## config.mk

```make
export PLATFORM = sky130hd
export DESIGN_NAME = seven_seg_scan_ctrl
export DESIGN_NICKNAME = d
export VERILOG_FILES = /design/src/rtl/seven_seg_scan_ctrl.sv
export SDC_FILE = /design/constraint.sdc
export NUM_CORES = 1
export LEC_CHECK = 0
export CAP_MARGIN = 20
export CELL_PAD_IN_SITES_DETAIL_PLACEMENT = 1
export CELL_PAD_IN_SITES_GLOBAL_PLACEMENT = 1
export CORE_MARGIN = 3
export CORE_UTILIZATION = 44
export DETAILED_ROUTE_END_ITERATION = 12
export GPL_ROUTABILITY_DRIVEN = 0
export HOLD_SLACK_MARGIN = 0.12
export PLACE_DENSITY_LB_ADDON = 0.1
export SLEW_MARGIN = 25
export SYNTH_ARGS = -nofsm -noshare
export SYNTH_HDL_FRONTEND = slang
export SYNTH_SLANG_ARGS = --single-unit
```

## constraint.sdc

```tcl
create_clock -name clk -period 2.55 [get_ports clk]
set_input_delay 0.51 -clock clk [delete_from_list [all_inputs] [get_ports clk]]
set_output_delay 0.51 -clock clk [all_outputs]
set_load 0.02 [all_outputs]
```

## src/rtl/seven_seg_scan_ctrl.sv

```systemverilog
// seven_seg_scan_ctrl
// Time-multiplexed scan controller for NUM_DIGITS common-cathode digits that
// share one hex-to-seven-segment decoder and one segment bus. Each digit has
// a shadow (host-written) and an active (displayed) 6-bit register holding
// {on, dp, hex[3:0]}. Every digit slot lasts REFRESH_DIV cycles. The first
// BLANK_CYCLES cycles of a slot have all digits off, and the rest drive the
// slot's digit. Shadow contents move to the active bank only at a frame
// boundary, so a partially written display is never shown.
//
// Ports
//   clk          system clock
//   rst          synchronous active-high reset
//   wr_en        write strobe into the shadow bank
//   wr_addr      digit index for the write; indices >= NUM_DIGITS are dropped
//   wr_data      {on, dp, hex[3:0]}
//   commit_req   pulse; asks for a shadow->active copy at the next frame boundary
//   seg_nibble   registered hex value for the decoder
//   seg_dp       registered decimal point for the current digit
//   digit_en     one-hot-or-zero digit enables, active-high
//   frame_tick   one-cycle pulse in the first cycle of each new frame
//   commit_done  one-cycle pulse in the first cycle of a frame that applied a commit
//   dbg_show     FSM state for observation (1 = SHOW, 0 = BLANK)
//
// Host interface: wr_en and commit_req have no ready. Both are accepted on
// every cycle they are high. Back-to-back commit_req pulses collapse into a
// single pending request.
module seven_seg_scan_ctrl #(
  parameter int NUM_DIGITS   = 4,
  parameter int REFRESH_DIV  = 12000,
  parameter int BLANK_CYCLES = 120
) (
  input  logic                          clk,
  input  logic                          rst,
  input  logic                          wr_en,
  input  logic [$clog2(NUM_DIGITS)-1:0] wr_addr,
  input  logic [5:0]                    wr_data,
  input  logic                          commit_req,
  output logic [3:0]                    seg_nibble,
  output logic                          seg_dp,
  output logic [NUM_DIGITS-1:0]         digit_en,
  output logic                          frame_tick,
  output logic                          commit_done,
  output logic                          dbg_show
);

  localparam int AW = $clog2(NUM_DIGITS);
  localparam int CW = $clog2(REFRESH_DIV);

  localparam logic [CW-1:0] SLOT_LAST  = CW'(REFRESH_DIV - 1);
  localparam logic [CW-1:0] BLANK_LAST = CW'(BLANK_CYCLES - 1);
  localparam logic [AW-1:0] IDX_LAST   = AW'(NUM_DIGITS - 1);

  typedef enum logic {
    S_BLANK = 1'b0,
    S_SHOW  = 1'b1
  } state_e;

  state_e          state_q, state_d;
  logic [CW-1:0]   cnt_q, cnt_d;
  logic [AW-1:0]   idx_q, idx_d;
  logic            pending_q, pending_d;
  logic [5:0]      shadow_q [NUM_DIGITS];
  logic [5:0]      active_q [NUM_DIGITS];
  logic [3:0]      seg_nibble_q;
  logic            seg_dp_q;
  logic            frame_tick_q;
  logic            commit_done_q;

  logic            slot_end;
  logic            enter_blank;
  logic            boundary;
  logic            commit_now;
  logic            wr_hit;
  logic [5:0]      next_val;

  // Next-state logic. The slot counter runs 0..REFRESH_DIV-1 across both
  // states, so BLANK ends at a fixed count and SHOW ends when the slot ends.
  always_comb begin
    state_d     = state_q;
    idx_d       = idx_q;
    slot_end    = (cnt_q == SLOT_LAST);
    cnt_d       = slot_end ? '0 : cnt_q + CW'(1);
    enter_blank = 1'b0;

    case (state_q)
      S_BLANK: begin
        if (cnt_q == BLANK_LAST) begin
          state_d = S_SHOW;
        end
      end
      S_SHOW: begin
        if (slot_end) begin
          state_d     = S_BLANK;
          enter_blank = 1'b1;
          idx_d       = (idx_q == IDX_LAST) ? '0 : idx_q + AW'(1);
        end
      end
      default: begin
        state_d = S_BLANK;
      end
    endcase

    boundary   = enter_blank && (idx_q == IDX_LAST);
    commit_now = boundary && pending_q;
    // A request arriving on the boundary cycle is kept for the next frame.
    pending_d  = commit_req | (pending_q & ~boundary);
    wr_hit     = wr_en && (int'(wr_addr) < NUM_DIGITS);
    // The value loaded for the new slot must already reflect a commit that
    // happens on this same edge, so read the shadow bank directly in that case.
    next_val   = commit_now ? shadow_q[idx_d] : active_q[idx_d];
  end

  always_ff @(posedge clk) begin
    if (rst) begin
      state_q       <= S_BLANK;
      cnt_q         <= '0;
      idx_q         <= '0;
      pending_q     <= 1'b0;
      seg_nibble_q  <= '0;
      seg_dp_q      <= 1'b0;
      frame_tick_q  <= 1'b0;
      commit_done_q <= 1'b0;
      for (int i = 0; i < NUM_DIGITS; i++) begin
        shadow_q[i] <= '0;
        active_q[i] <= '0;
      end
    end else begin
      state_q       <= state_d;
      cnt_q         <= cnt_d;
      idx_q         <= idx_d;
      pending_q     <= pending_d;
      frame_tick_q  <= boundary;
      commit_done_q <= commit_now;
      // Nonblocking copy takes the pre-write shadow, so a write on the commit
      // cycle remains in the shadow bank only.
      if (commit_now) begin
        active_q <= shadow_q;
      end
      if (wr_hit) begin
        shadow_q[wr_addr] <= wr_data;
      end
      // The segment value is latched when BLANK starts, which gives the
      // decoder the whole blank window to settle.
      if (enter_blank) begin
        seg_nibble_q <= next_val[3:0];
        seg_dp_q     <= next_val[4];
      end
    end
  end

  always_comb begin
    digit_en = '0;
    if (state_q == S_SHOW) begin
      digit_en[idx_q] = active_q[idx_q][5];
    end
  end

  assign seg_nibble  = seg_nibble_q;
  assign seg_dp      = seg_dp_q;
  assign frame_tick  = frame_tick_q;
  assign commit_done = commit_done_q;
  assign dbg_show    = (state_q == S_SHOW);

endmodule
```

Yosys cells after proc, flatten, opt, wreduce, memory -nomap -nowiden
Cells that the tools add are included. W data, S select, Z words.

Register bits after elaboration: 73. Latch bits: 0. Memory bits (writable): 0. ROM bits: 0. Bits of input ports: 12. Output and inout bits: 12. Word-level logic and storage cells: 64. Memories: 0.

$add $sub $neg: 2. Multipliers: 0. Div/mod/pow operators: 0. Order comparisons: 6. Equal/unequal tests: 3. Shifts and indexed selects: 0. Muxes and demuxes: 24. Bitwise gates (word level): 8. Reductions and logical operators: 5.

Operator list (count): $bmux W6 S2 (3); $mux W5 (5); $bwmux W24 (1); $mux W6 (3); $add A14 B1 Y14 const B (1); $eq A14 B14 Y1 const B (1); $eq A14 B7 Y1 const B (1); $demux W6 S2 (1); $ge A3 B3 Y1 const B (3); $not A2 Y3 (3); $mux W2 (3); $mux W1 (5); $and A4 B4 Y4 (1); $logic_and A1 B1 Y1 (4); $mux W4 (1); $lt A2 B3 Y1 const B (1); $lt A3 B1 Y1 const B (1); $add A2 B1 Y2 const B (1); $demux W1 S2 (1); $eq A2 B2 Y1 const B (1); $ge A2 B1 Y1 const B (1); $not A1 Y1 (2); $pmux W1 S2 (1); $reduce_or A2 Y1 (1); other kinds (2) (2).

Logic depth before layout (Yosys ltp)
Depth after elaboration: 9. Depth in mapped cells: 9. Gate-level depth less buffers: 7.

Worst setup path after synthesis
No wires, ideal clock.

Path kind: register to register. From: reg idx_q[0]. To: reg seg_nibble_q[2], in the netlist seg_nibble[2]. Setup time: 0.120 ns. Data arrival time: 1.821 ns. Required time: 2.430 ns. Setup slack: 0.608 ns. Stages on the path, launching flop included: 9. Path buffers: 1. Period minus slack after synthesis: 1.942 ns. Path through: dfxtp_1 -> inv_1 -> ha_1 -> buf_2 -> inv_1 -> a2111oi_0 -> nor4_1 -> o2111ai_1 -> o21ai_1.

Word-level cells in the longest chain between the ends: 9. Elaborated cells on any way between the ends: 15. Classes of those cells: add/sub (1); eq/ne (1); mux (10); bitwise (1); reduce/logical (2).

RTL lines: start, declared (line 60) `logic [AW-1:0] idx_q, idx_d;`; start signal, assigned (line 130) `idx_q <= idx_d;`; $add A2 B1 Y2 or $eq A2 B2 Y1 (tied branches) (line 95, 103); $mux W2 (line 95) `idx_d = (idx_q == IDX_LAST) ? '0 : idx_q + AW'(1);`; $mux W2 (line 92) `if (slot_end) begin`; $mux W2 (line 85) `case (state_q)`; $not A2 Y3 (not written as such) (line 110) `next_val = commit_now ? shadow_q[idx_d] : active_q[idx_d];`; $bmux W6 S2 (line 110); $mux W5 (not written as such) (2 in series) (line 110); $mux W5 * (line 110); end signal, assigned (line 145) `seg_nibble_q <= next_val[3:0];`; end, declared (line 64) `logic [3:0] seg_nibble_q;`.

Every way passes the cells marked *; elsewhere a longest branch is shown, timed or not. The select of a mux whose other input is x is not followed. A chain may end at the register's enable or synchronous reset.

Worst setup path in the final report
From: reg idx_q[0]. To: out digit_en[0].

Word-level cells in the longest chain between the ends: 6. Elaborated cells on any way between the ends: 11. Classes of those cells: order compare (2); mux (6); bitwise (2); reduce/logical (1).

RTL lines: $lt A2 B3 Y1 (not written as such), or another cell as far along (line 154) `digit_en[idx_q] = active_q[idx_q][5];`; $logic_and A1 B1 Y1 (not written as such) or $bmux W6 S2 (tied branches) (line 154); $mux W1 (not written as such) or $mux W6 (tied branches) (line 154); $demux W1 S2 or $mux W6 (tied branches) (line 154); $and A4 B4 Y4 (no line) *; $mux W4 * (line 153) `if (state_q == S_SHOW) begin`; end, declared (line 40) `output logic [NUM_DIGITS-1:0] digit_en,`.

Marked as above.

==> run_results.csv <==
group,metric,value,unit
outcome,status,"completed",
layout,final_cell_mix,"dfxtp_1, nand2_1, nor2_1, mux2i_1, a21oi_1",
floorplanning,die_h,91.4,um
yosys,synth_cell_types,45,
placement,hpwl,5690,um
yosys,ys_ff_latch,73,
floorplanning,dieArea,8350,sq um
yosys,synth-async-reset-ratio,0,
clock_network,cts_resized,5,
floorplanning,io_pins,24,
power_and_ir_drop,power_frac_seq,0.562,
setup_path,critical_path.startpoint,"idx_q[0]$_SDFF_PP0_",
power_and_ir_drop,switching_share,0.249,
layout,n_fill_cell,812,
power_and_ir_drop,p_leak,1.51,nW
detailed_routing,wl_per_cell,16.5,um
yosys,synth_nets,373,
clock_network,cts_hold_buf,0,
yosys,synth_warnings,0,
hold_path,min_path_type,"reg2reg",
sta,finalMaxSlewViolations,0,
layout,final_layout_size_suffix_gt1_frac,0.0951,
global_routing,grt_max_degree,50,
clock_network,clk_path_buf_depth,2,
placement,place.port_buffers,23,
clock_network,post-cts-setup-buffers,0,
layout,diodes,0,
hold_path,worstHoldStart,"active_q[7]$_SDFFE_PP0N_",
detailed_routing,drc,0,
sta,min_period_over_period,0.926,
setup_path,reg2reg_from,"idx_q[0]$_SDFF_PP0_",
clock_network,clk_latency,0.35,ns
floorplanning,row_count,30,
detailed_routing,dr.first_iter.drc_count,92,
detailed_routing,vias_per_cell,5.47,
yosys,synth.avg_cell_area,9.01,sq um
detailed_routing,num_vias,2653,
layout,layout.nets,401,
sta,worst-slew-pin-transition,0.597,ns
setup_path,path_max_fanout,8,
yosys,syn_inst,356,
global_routing,grt_pass1_vias,2713,
global_routing,antenna_found_initial,0,
sta,finalCriticalPeriod,2.36,ns
sta,fin_skew,0.0116,ns
yosys,synth_sequential_area_ratio,0.455,
power_and_ir_drop,p_sw,0.519,mW
yosys,syn_area,3210,sq um
clock_network,clk_pin_slew,0.09,ns
setup_path,cp_data_required_time,2.04,ns
floorplanning,start_util,0.462,
clock_network,cts_max_level,3,
detailed_routing,ant_nets,0,
yosys,synth_edf_count,0,
clock_network,cts-root-buf,"clkbuf_8",
power_and_ir_drop,vdd.ir_drop.worst,435,uV
floorplanning,die_w,91.4,um
run,cap_violations,0,
power_and_ir_drop,power_frac_clock,0.393,
sta,rsz0062_at_grt,"no",
layout,final-seq-area,1460,sq um
clock_network,cts.sinks,73,
power_and_ir_drop,combPwrFrac,0.044,
power_and_ir_drop,pwr_density_cell,556,nW/um^2
layout,multiInputGateArea,1660,sq um
setup_path,worstSetupPathType,"reg2out",
sta,setup_viol,0,
sta,setup_tns,0,ns
sta,fmax,0.423,GHz
layout,final_common_cell,"dfxtp_1",
setup_path,worstPathArrival,1.85,ns
floorplanning,core,6940,sq um
global_routing,overflow,0,
detailed_routing,drt_wl_total,8020,um
global_routing,grt_usage,0.205,
detailed_routing,drtPass1Iterations,7,
setup_path,crit_path_start_kind,"register",
layout,syn_to_final_growth,16.6,%
global_routing,grt_first_pass_wirelength,13500,um
power_and_ir_drop,cell_internal_pwr,1.56,mW
setup_path,endpoint_kind,"output pin",
clock_network,cts_tree,"done",
sta,finalHoldViolations,0,
sta,holdWs,0.453,ns
clock_network,cts_buffers,9,
yosys,synth_ff_type,"dfxtp_1",
sta,max_slew_margin,0.602,
routing by layer:
metal | vias up | track usage | part of all wire
li1 | 1303 | - | -
met1 | 1299 | 0.251 | 0.46
met2 | 39 | 0.346 | 0.49
met3 | 12 | 0.0530 | 0.032
met4 | 0 | 0.0716 | 0.014
met5 | - | 0 | 0
Yosys cell counts (all sizes together), types with 2 or more instances:
master | number | area, sq um
nand3b | 3 | 22.5
nor2 | 48 | 183
clkbuf | 9 | 33.8
dfxtp | 73 | 1460
xor2 | 5 | 43.8
and3 | 9 | 56.3
a21o | 3 | 22.5
inv | 5 | 18.8
xnor2 | 6 | 52.6
o21ai | 7 | 35.0
buf | 7 | 40.0
nor4 | 4 | 61.3
nand3 | 10 | 50.1
nand2 | 63 | 236
a21oi | 27 | 135
nor3b | 2 | 20.0
or4 | 2 | 18.8
mux2i | 34 | 340
ha | 5 | 62.6
nor3 | 5 | 36.3
and2 | 2 | 12.5
o2111ai | 4 | 35.0
nand4 | 5 | 31.3
a32oi | 4 | 35.0
nand4b | 2 | 32.5
a2111oi | 2 | 17.5
metrics by stage:
stage               std cells  power (mW)  instance area, sq um  worst slack, ns  utilization
floorplan                 356        1.25                  3210            0.608            -
global placement          469        1.29                  3570            0.296        0.514
detailed placement        469        1.29                  3570            0.212        0.514
CTS                       485        2.11                  3740            0.167        0.539
global route              485        2.17                  3740            0.107        0.539
finish                    485        2.08                  3740            0.188        0.539
sequential cells by signal, indices dropped and copies added, names as in the netlist:
register and cells:
seg_nibble 4, shadow_q 24, commit_done 1, dbg_show 1, frame_tick 1, active_q 24
pending_q 1, seg_dp 1, cnt_q 14, idx_q 2
cells by family after synthesis:
family,count (synthesis),share of synthesized area
DFF,73,0.455
adders and majority gates,5,0.0195
buffers and inverters,21,0.0288
AOI/OAI and AO/OA,50,0.0947
muxes,35,0.113
and+or+nand+nor,161,0.258
xor gates and xnor gates,11,0.0300
final timing paths:
| path | slack [ns] | to | cells past startpoint |
|---|---|---|---|
| hold / removal | 0.45 | active_q[7]$_SDFFE_PP0N_ | 2 |
| hold reg to reg | 0.45 | active_q[7]$_SDFFE_PP0N_ | 2 |
| setup reg to reg | 0.43 | seg_nibble[2]$_SDFFE_PP0P_ | 7 |
| setup / recovery | 0.19 | digit_en[0] | 3 |
power groups by stage:
stage,clock (mW),sequential (mW),combinational (mW)
2_1_floorplan,0,1.19,0.0535
3_3_place_gp,0,1.20,0.0918
3_5_place_dp,0,1.20,0.0938
4_1_cts,0.843,1.17,0.0943
5_1_grt,0.891,1.17,0.103
6_report,0.819,1.17,0.0925
worst max-delay path, cell delays in order, from the launching register on:
cell and delay [ns]:
dfxtp_2 0.43, mux4_2 0.56, and3_1 0.20, dlygate4sd2_1 0.32
area by class of cell:
type / instances / share of cell area
inverters: 5 / 0.00502
clock buffers: 10 / 0.0341
multi-input cells: 262 / 0.442
well taps: 96 / 0.0321
clock inverters: 6 / 0.0134
repair buffers: 33 / 0.0822
flip-flops and latches: 73 / 0.391
No activity file was read; power rests on OpenSTA's default activity.
